--- src/rtl/qdr_arb_pkg.sv ---
// qdr_arb_pkg: shared states, priority modes and width helper for the QDR multiport arbiter.
package qdr_arb_pkg;

    typedef enum logic [1:0] {
        SLAVE      = 2'd0,
        SLAVE_WAIT = 2'd1,
        GRANT      = 2'd2,
        TURN       = 2'd3
    } arb_state_t;

    localparam int PRIO_RR    = 0;
    localparam int PRIO_FIXED = 1;

    function automatic int clog2(input int v);
        int r;
        r = 0;
        while ((1 << r) < v) r++;
        return r;
    endfunction

endpackage

--- src/rtl/qdr_rd_tag_pipe.sv ---
// qdr_rd_tag_pipe: fixed-latency shift register carrying {valid, port id} alongside each QDR read.
module qdr_rd_tag_pipe #(
    parameter int W     = 3,
    parameter int DEPTH = 10
) (
    input  logic         clk,
    input  logic         rst,
    input  logic [W-1:0] i_tag,
    output logic [W-1:0] o_tag
);

    logic [DEPTH-1:0][W-1:0] r_sr;

    always_ff @(posedge clk or posedge rst) begin
        if (rst) begin
            r_sr <= '0;
        end else begin
            r_sr[0] <= i_tag;
            for (int k = 1; k < DEPTH; k++) r_sr[k] <= r_sr[k-1];
        end
    end

    assign o_tag = r_sr[DEPTH-1];

endmodule

--- src/rtl/qdr_multiport_arbiter.sv ---
// qdr_multiport_arbiter: shares one QDR controller between the fabric slave (port 0, default owner)
// and req/ack backdoor ports, routing each read return to the port that issued it.
module qdr_multiport_arbiter
    import qdr_arb_pkg::*;
#(
    parameter int NUM_PORTS      = 3,
    parameter int QDR_ADDR_WIDTH = 21,
    parameter int QDR_DATA_WIDTH = 36,
    parameter int QDR_BW_WIDTH   = 2,
    parameter int QDR_LATENCY    = 10,
    parameter int MAX_BURST      = 1,
    parameter int PRIO_MODE      = 0
) (
    input  logic                                      qdr_clk,
    input  logic                                      qdr_rst,
    input  logic [31:0]                               slave_addr,
    input  logic                                      slave_wr_strb,
    input  logic                                      slave_rd_strb,
    input  logic [2*QDR_DATA_WIDTH-1:0]               slave_wr_data,
    input  logic [2*QDR_BW_WIDTH-1:0]                 slave_wr_be,
    output logic                                      slave_ack,
    output logic [2*QDR_DATA_WIDTH-1:0]               slave_rd_data,
    output logic                                      slave_rd_dvld,
    input  logic [NUM_PORTS-2:0]                      bp_req,
    input  logic [NUM_PORTS-2:0]                      bp_r,
    input  logic [NUM_PORTS-2:0]                      bp_w,
    input  logic [(NUM_PORTS-1)*32-1:0]               bp_addr,
    input  logic [(NUM_PORTS-1)*2*QDR_DATA_WIDTH-1:0] bp_d,
    input  logic [(NUM_PORTS-1)*2*QDR_BW_WIDTH-1:0]   bp_be,
    output logic [NUM_PORTS-2:0]                      bp_ack,
    output logic [NUM_PORTS-2:0]                      bp_rd_dvld,
    output logic [QDR_ADDR_WIDTH-1:0]                 master_addr,
    output logic                                      master_wr_strb,
    output logic                                      master_rd_strb,
    output logic [2*QDR_DATA_WIDTH-1:0]               master_wr_data,
    output logic [2*QDR_BW_WIDTH-1:0]                 master_wr_be,
    input  logic [2*QDR_DATA_WIDTH-1:0]               master_rd_data,
    input  logic                                      master_rd_dvld,
    output logic                                      rd_orphan
);

    localparam int NB  = NUM_PORTS - 1;
    localparam int IW  = clog2(NUM_PORTS);
    localparam int CW  = clog2(MAX_BURST + 1);
    localparam int DW2 = 2 * QDR_DATA_WIDTH;
    localparam int BW2 = 2 * QDR_BW_WIDTH;

    arb_state_t          r_state, w_next;
    logic [IW-1:0]       r_sel, r_rr_ptr, w_pick;
    logic [CW-1:0]       r_cnt;
    logic                r_orphan;
    logic                w_slave_strb, w_any_req, w_sel_req, w_ack, w_slave_ack, w_hit;
    logic [NB-1:0]       w_sel_oh;
    logic                w_bp_r, w_bp_w;
    logic [QDR_ADDR_WIDTH-1:0] w_bp_addr;
    logic [DW2-1:0]      w_bp_d;
    logic [BW2-1:0]      w_bp_be;
    logic [IW:0]         w_tag_in, w_tag_out;
    logic                w_unused;

    assign w_slave_strb = slave_rd_strb | slave_wr_strb;
    assign w_any_req    = |bp_req;
    assign w_unused     = ^{slave_addr, bp_addr};

    // Candidate for the next grant: scan from rr_ptr (wrapping) or from index 0 in fixed mode.
    always_comb begin
        w_pick = '0;
        for (int k = NB - 1; k >= 0; k--) begin
            for (int j = 0; j < NB; j++) begin
                if (bp_req[j] && j == ((PRIO_MODE == PRIO_FIXED) ? k : (int'(r_rr_ptr) + k) % NB))
                    w_pick = IW'(j);
            end
        end
    end

    always_comb begin
        w_sel_oh  = '0;
        w_sel_req = 1'b0;
        w_bp_r    = 1'b0;
        w_bp_w    = 1'b0;
        w_bp_addr = '0;
        w_bp_d    = '0;
        w_bp_be   = '0;
        for (int i = 0; i < NB; i++) begin
            if (r_sel == IW'(i)) begin
                w_sel_oh[i] = 1'b1;
                w_sel_req   = bp_req[i];
                w_bp_r      = bp_r[i];
                w_bp_w      = bp_w[i];
                w_bp_addr   = bp_addr[i*32 +: QDR_ADDR_WIDTH];
                w_bp_d      = bp_d[i*DW2 +: DW2];
                w_bp_be     = bp_be[i*BW2 +: BW2];
            end
        end
    end

    always_comb begin
        w_next      = r_state;
        w_ack       = 1'b0;
        w_slave_ack = 1'b0;
        case (r_state)
            SLAVE: begin
                w_slave_ack = 1'b1;
                if (w_any_req) w_next = w_slave_strb ? SLAVE_WAIT : GRANT;
            end
            SLAVE_WAIT: w_next = GRANT;
            GRANT: begin
                w_ack = w_sel_req && (r_cnt < CW'(MAX_BURST));
                if (!w_sel_req || (w_ack && r_cnt == CW'(MAX_BURST - 1))) w_next = TURN;
            end
            default: w_next = SLAVE;
        endcase
    end

    always_ff @(posedge qdr_clk or posedge qdr_rst) begin
        if (qdr_rst) begin
            r_state  <= SLAVE;
            r_sel    <= '0;
            r_rr_ptr <= '0;
            r_cnt    <= '0;
            r_orphan <= 1'b0;
        end else begin
            r_state <= w_next;
            if (r_state == SLAVE && w_any_req) begin
                r_sel <= w_pick;
                r_cnt <= '0;
            end
            if (w_ack) r_cnt <= r_cnt + 1'b1;
            if (r_state == TURN) r_rr_ptr <= (r_sel == IW'(NB - 1)) ? '0 : r_sel + 1'b1;
            if (master_rd_dvld && !w_tag_out[IW]) r_orphan <= 1'b1;
        end
    end

    assign slave_ack      = w_slave_ack;
    assign bp_ack         = w_ack ? w_sel_oh : '0;
    assign master_rd_strb = (slave_rd_strb & w_slave_ack) | (w_bp_r & w_ack);
    assign master_wr_strb = (slave_wr_strb & w_slave_ack) | (w_bp_w & w_ack);
    assign master_addr    = (r_state == SLAVE) ? slave_addr[QDR_ADDR_WIDTH-1:0] : w_bp_addr;
    // Write data follows the fabric through the wait cycle so its last beat is not disturbed.
    assign master_wr_data = (r_state == SLAVE || r_state == SLAVE_WAIT) ? slave_wr_data : w_bp_d;
    assign master_wr_be   = (r_state == SLAVE || r_state == SLAVE_WAIT) ? slave_wr_be : w_bp_be;

    assign w_tag_in = {master_rd_strb, w_slave_ack ? IW'(0) : IW'(r_sel + 1'b1)};

    qdr_rd_tag_pipe #(
        .W     (IW + 1),
        .DEPTH (QDR_LATENCY)
    ) u_tag_pipe (
        .clk   (qdr_clk),
        .rst   (qdr_rst),
        .i_tag (w_tag_in),
        .o_tag (w_tag_out)
    );

    assign w_hit         = master_rd_dvld & w_tag_out[IW];
    assign slave_rd_data = master_rd_data;
    assign slave_rd_dvld = w_hit && (w_tag_out[IW-1:0] == '0);
    assign rd_orphan     = r_orphan;

    always_comb begin
        bp_rd_dvld = '0;
        for (int i = 0; i < NB; i++) bp_rd_dvld[i] = w_hit && (w_tag_out[IW-1:0] == IW'(i + 1));
    end

endmodule

--- config.mk ---
export PLATFORM = sky130hd
export DESIGN_NAME = qdr_multiport_arbiter
export DESIGN_NICKNAME = d
export VERILOG_FILES = /design/src/rtl/qdr_arb_pkg.sv /design/src/rtl/qdr_rd_tag_pipe.sv /design/src/rtl/qdr_multiport_arbiter.sv
export SDC_FILE = /design/constraint.sdc
export NUM_CORES = 1
export LEC_CHECK = 0
export ABC_CLOCK_PERIOD_IN_PS = 5500
export BUFFER_PORTS_ARGS = -buffer_cell sky130_fd_sc_hd__buf_2
export CAP_MARGIN = 25
export CORE_AREA = 2 2 227 229
export CTS_CLUSTER_SIZE = 16
export DETAILED_ROUTE_END_ITERATION = 16
export DIE_AREA = 0 0 229 231
export PLACE_DENSITY = 0.33
export SKIP_CTS_REPAIR_TIMING = 1
export SLEW_MARGIN = 20
export SYNTH_ARGS = -nofsm -noshare
export SYNTH_HDL_FRONTEND = slang
export SYNTH_HIERARCHICAL = 1
export SYNTH_SLANG_ARGS = --single-unit
--- constraint.sdc ---
create_clock -name qdr_clk -period 5.5 [get_ports qdr_clk]
set_input_delay 1.1 -clock qdr_clk [delete_from_list [all_inputs] [get_ports qdr_clk]]
set_output_delay 1.1 -clock qdr_clk [all_outputs]
set_load 0.005 [all_outputs]
==> flow_metrics.env <==
export IMPL_drv_cap=0
export IMPL_tightest_slew_ps=873
export IMPL_r2r_worst_path_cells=6
export IMPL_end_kind="output port"
export IMPL_cts_sinks=36
export IMPL_fp_dieW_um=229
export IMPL_design_core_area_sq_um=50700
export IMPL_min_path_type="reg2reg"
export IMPL_antenna_found_initial=1
export IMPL_hold_viol=0
export IMPL_drt_iter0_markers=123
export IMPL_arrival_ps=2420
export IMPL_clock_skew_ps=2.78
export IMPL_worst_slack_ps=1980
export IMPL_vias_per_cell=2.98
export IMPL_grt_util_all_layers_pct=5.62
export IMPL_clk_latency_ps=270
export IMPL_routabilityCongestion=0.743
export IMPL_area_growth_pct=61.7
export IMPL_fin_total_pwr_mw=2.78
export IMPL_status="finished, final reports clean"
export IMPL_drt_total_wl_um=16300
export IMPL_synth_area_per_cell_sq_um=8.01
export IMPL_synth_cell_type_count=28
export IMPL_root_buffer="clkbuf_16"
export IMPL_clk_pin_slew_ps=50
export IMPL_cp_required_ps=4400
export IMPL_grt_pass1_vias=4190
export IMPL_tns_ps=0
export IMPL_ys_seq_area_share_pct=23.4
export IMPL_hold_depth=0
export IMPL_cts_tree="built"
export IMPL_ioPinCount=585
export IMPL_reg2reg_slack_ps=3610
export IMPL_postRouteAntennaNets=0
export IMPL_route_detailed_drc=0
export IMPL_netlist_area_sq_um=3850
export IMPL_r2r_start="r_state[1]"
export IMPL_nNetsFinal=1206
export IMPL_layout_drive_gt1_share_pct=54.3
export IMPL_clockBufferDepth=2
export IMPL_slew_viol_final=0
export IMPL_fmax_ghz=0.284
export IMPL_reg2reg_to="r_state[0]"
export IMPL_ir_drop_uv=255
export IMPL_drt_wirelength_per_cell_um=11.1
export IMPL_start_kind="register"
export IMPL_synth_main_ff_cell="dfrtp_1"
export IMPL_start_util_pct=7.60
export IMPL_dr_total_vias=4389
export IMPL_dr_pass1_iters=4
export IMPL_grt_max_degree=71
export IMPL_cellPowerDensity_nw_per_um2=447
export IMPL_grt_first_pass_wirelength_um=23500
export IMPL_port_buffer_count=407
export IMPL_htree_levels=2
export IMPL_async_flop_share_pct=100
export IMPL_p_leak_nw=3.33
export IMPL_layout_min_cycle_time_ps=3520
export IMPL_synth_warnings=6
export IMPL_post_route_period_util_pct=63.9
export IMPL_worstSetupPathType="reg2out"
export IMPL_chipHeight_um=231
export IMPL_grt_setup_unrepaired="false"
export IMPL_crit_fanout=70
export IMPL_setup_viol=0
export IMPL_ys_ff_latch=36
export IMPL_slew_headroom_pct=41.8
export IMPL_cts_buffers=5
export IMPL_hpwl_um=13700
export IMPL_place_ws_ps=2220
export IMPL_hp_start="u_tag_pipe/r_sr[20]"
export IMPL_synthesis_nets=893
export IMPL_num_antenna_cells=0
export IMPL_synth_edf_count=0
export IMPL_placement_rows=83
export IMPL_syn_inst=481
export IMPL_whs_ps=342
export IMPL_whs_endpoint="u_tag_pipe/r_sr[23]"
export IMPL_overflow=0
export IMPL_die_area_sq_um=52900
flip-flops by register name (all words and copies together) (netlist names):
signal            flops
u_tag_pipe/r_sr      27
u_tag_pipe/o_tag      3
r_state               2
r_cnt                 1
r_rr_ptr              1
r_sel                 1
rd_orphan             1
cell usage after synthesis (4+ instances only):
master | n | share of area (%)
buf_2 | 6 | 0.78
o21ai_2 | 4 | 0.91
o21ai_1 | 31 | 4.0
o21ai_0 | 66 | 8.6
dfrtp_1 | 36 | 23
clkbuf_4 | 4 | 0.78
ha_1 | 5 | 1.6
buf_6 | 11 | 3.2
inv_1 | 5 | 0.49
mux2i_1 | 101 | 26
nand2_1 | 103 | 10
buf_4 | 77 | 15
clkbuf_1 | 12 | 1.2
how the worst max path moves through the flow:
stage | slack [ps] | to | startpoint | depth (start not counted)
after floorplan | 2810 | master_wr_be[3] | r_state[0] | 9
after global placement | 2210 | master_wr_data[53] | r_state[1] | 7
after detailed placement | 2220 | master_wr_data[53] | r_state[1] | 7
after CTS | 1920 | master_wr_data[53] | r_state[1] | 7
after global routing | 1760 | master_wr_data[53] | r_state[1] | 7
final | 1980 | master_wr_data[53] | r_state[1] | 7
cell families after synthesis:
| group | share of synthesized area (%) |
|---|---|
| fa+ha+maj | 1.62 |
| simple gates | 12.1 |
| compound gates | 14.6 |
| mux | 26.9 |
| buf+inv | 21.4 |
| flops | 23.4 |
placed cells by master, fill, tap and decap left out:
master	Yosys	layout
buf_2	6	407
nand2_1	103	103
mux2i_1	101	101
o21ai_0	66	66
dfrtp_1	36	35
o21ai_1	31	31
inv_1	5	5
clkbuf_16	0	5
buf_4	77	5
o21ai_2	4	4
ha_1	5	4
nor2_1	3	3
nor3b_1	3	3
buf_12	0	3
a21oi_1	2	2
mux2_4	1	1
nand3b_1	1	1
o21bai_1	1	1
a32o_1	1	1
a21o_1	1	1
or2_4	0	1
nor4bb_1	1	1
and4b_1	1	1
nor2b_1	1	1
nor3_1	1	1
mux2_2	1	1
a31oi_1	1	1
ha_2	0	1
clkinv_2	0	1
bufinv_16	0	1
clkbuf_1	12	1
dfrtp_4	0	1
buf_16	0	1
through the flow:
step                      cell area (sq um)  utilization, %  instances
final                                  6230            12.3       1475
after global routing                   6230            12.3       1475
after CTS                              6230            12.3       1475
after detailed placement               6070            12.0       1467
after global placement                 6040            11.9       1466
after floorplan                        3850               -        481
power breakdown:
part / internal [mW] / switching [mW]
Sequential: 0.382 / 0.121
Combinational: 0.932 / 1.04
Clock: 0.213 / 0.0954
area by class of cell:
cell class	count	area, sq um
Sequential cell	36	905
Tap cell	680	851
Inverter	5	18.8
Fill cell	5953	44400
Clock inverter	2	35.0
Clock buffer	6	129
Multi-Input combinational cell	330	2130
Timing Repair Buffer	416	2160
worst max-delay path, cell delays in order, from the launching register on:
cell and delay, ps:
dfrtp_1 420, inv_1 140, ha_2 200, or2_4 670, buf_12 270, nand2_1 70, o21ai_1 150, buf_2 170
per-layer routing:
| metal | track usage, % | part of all wire [%] | up-vias |
|---|---|---|---|
| met1 | 6.97 | 41 | 1942 |
| met2 | 9.65 | 49 | 231 |
| met5 | 0 | 0 | - |
| met3 | 1.31 | 7.5 | 32 |
| li1 | - | - | 2184 |
| met4 | 1.60 | 2.5 | 0 |
Note: power is estimated with default switching activity, not from simulation.
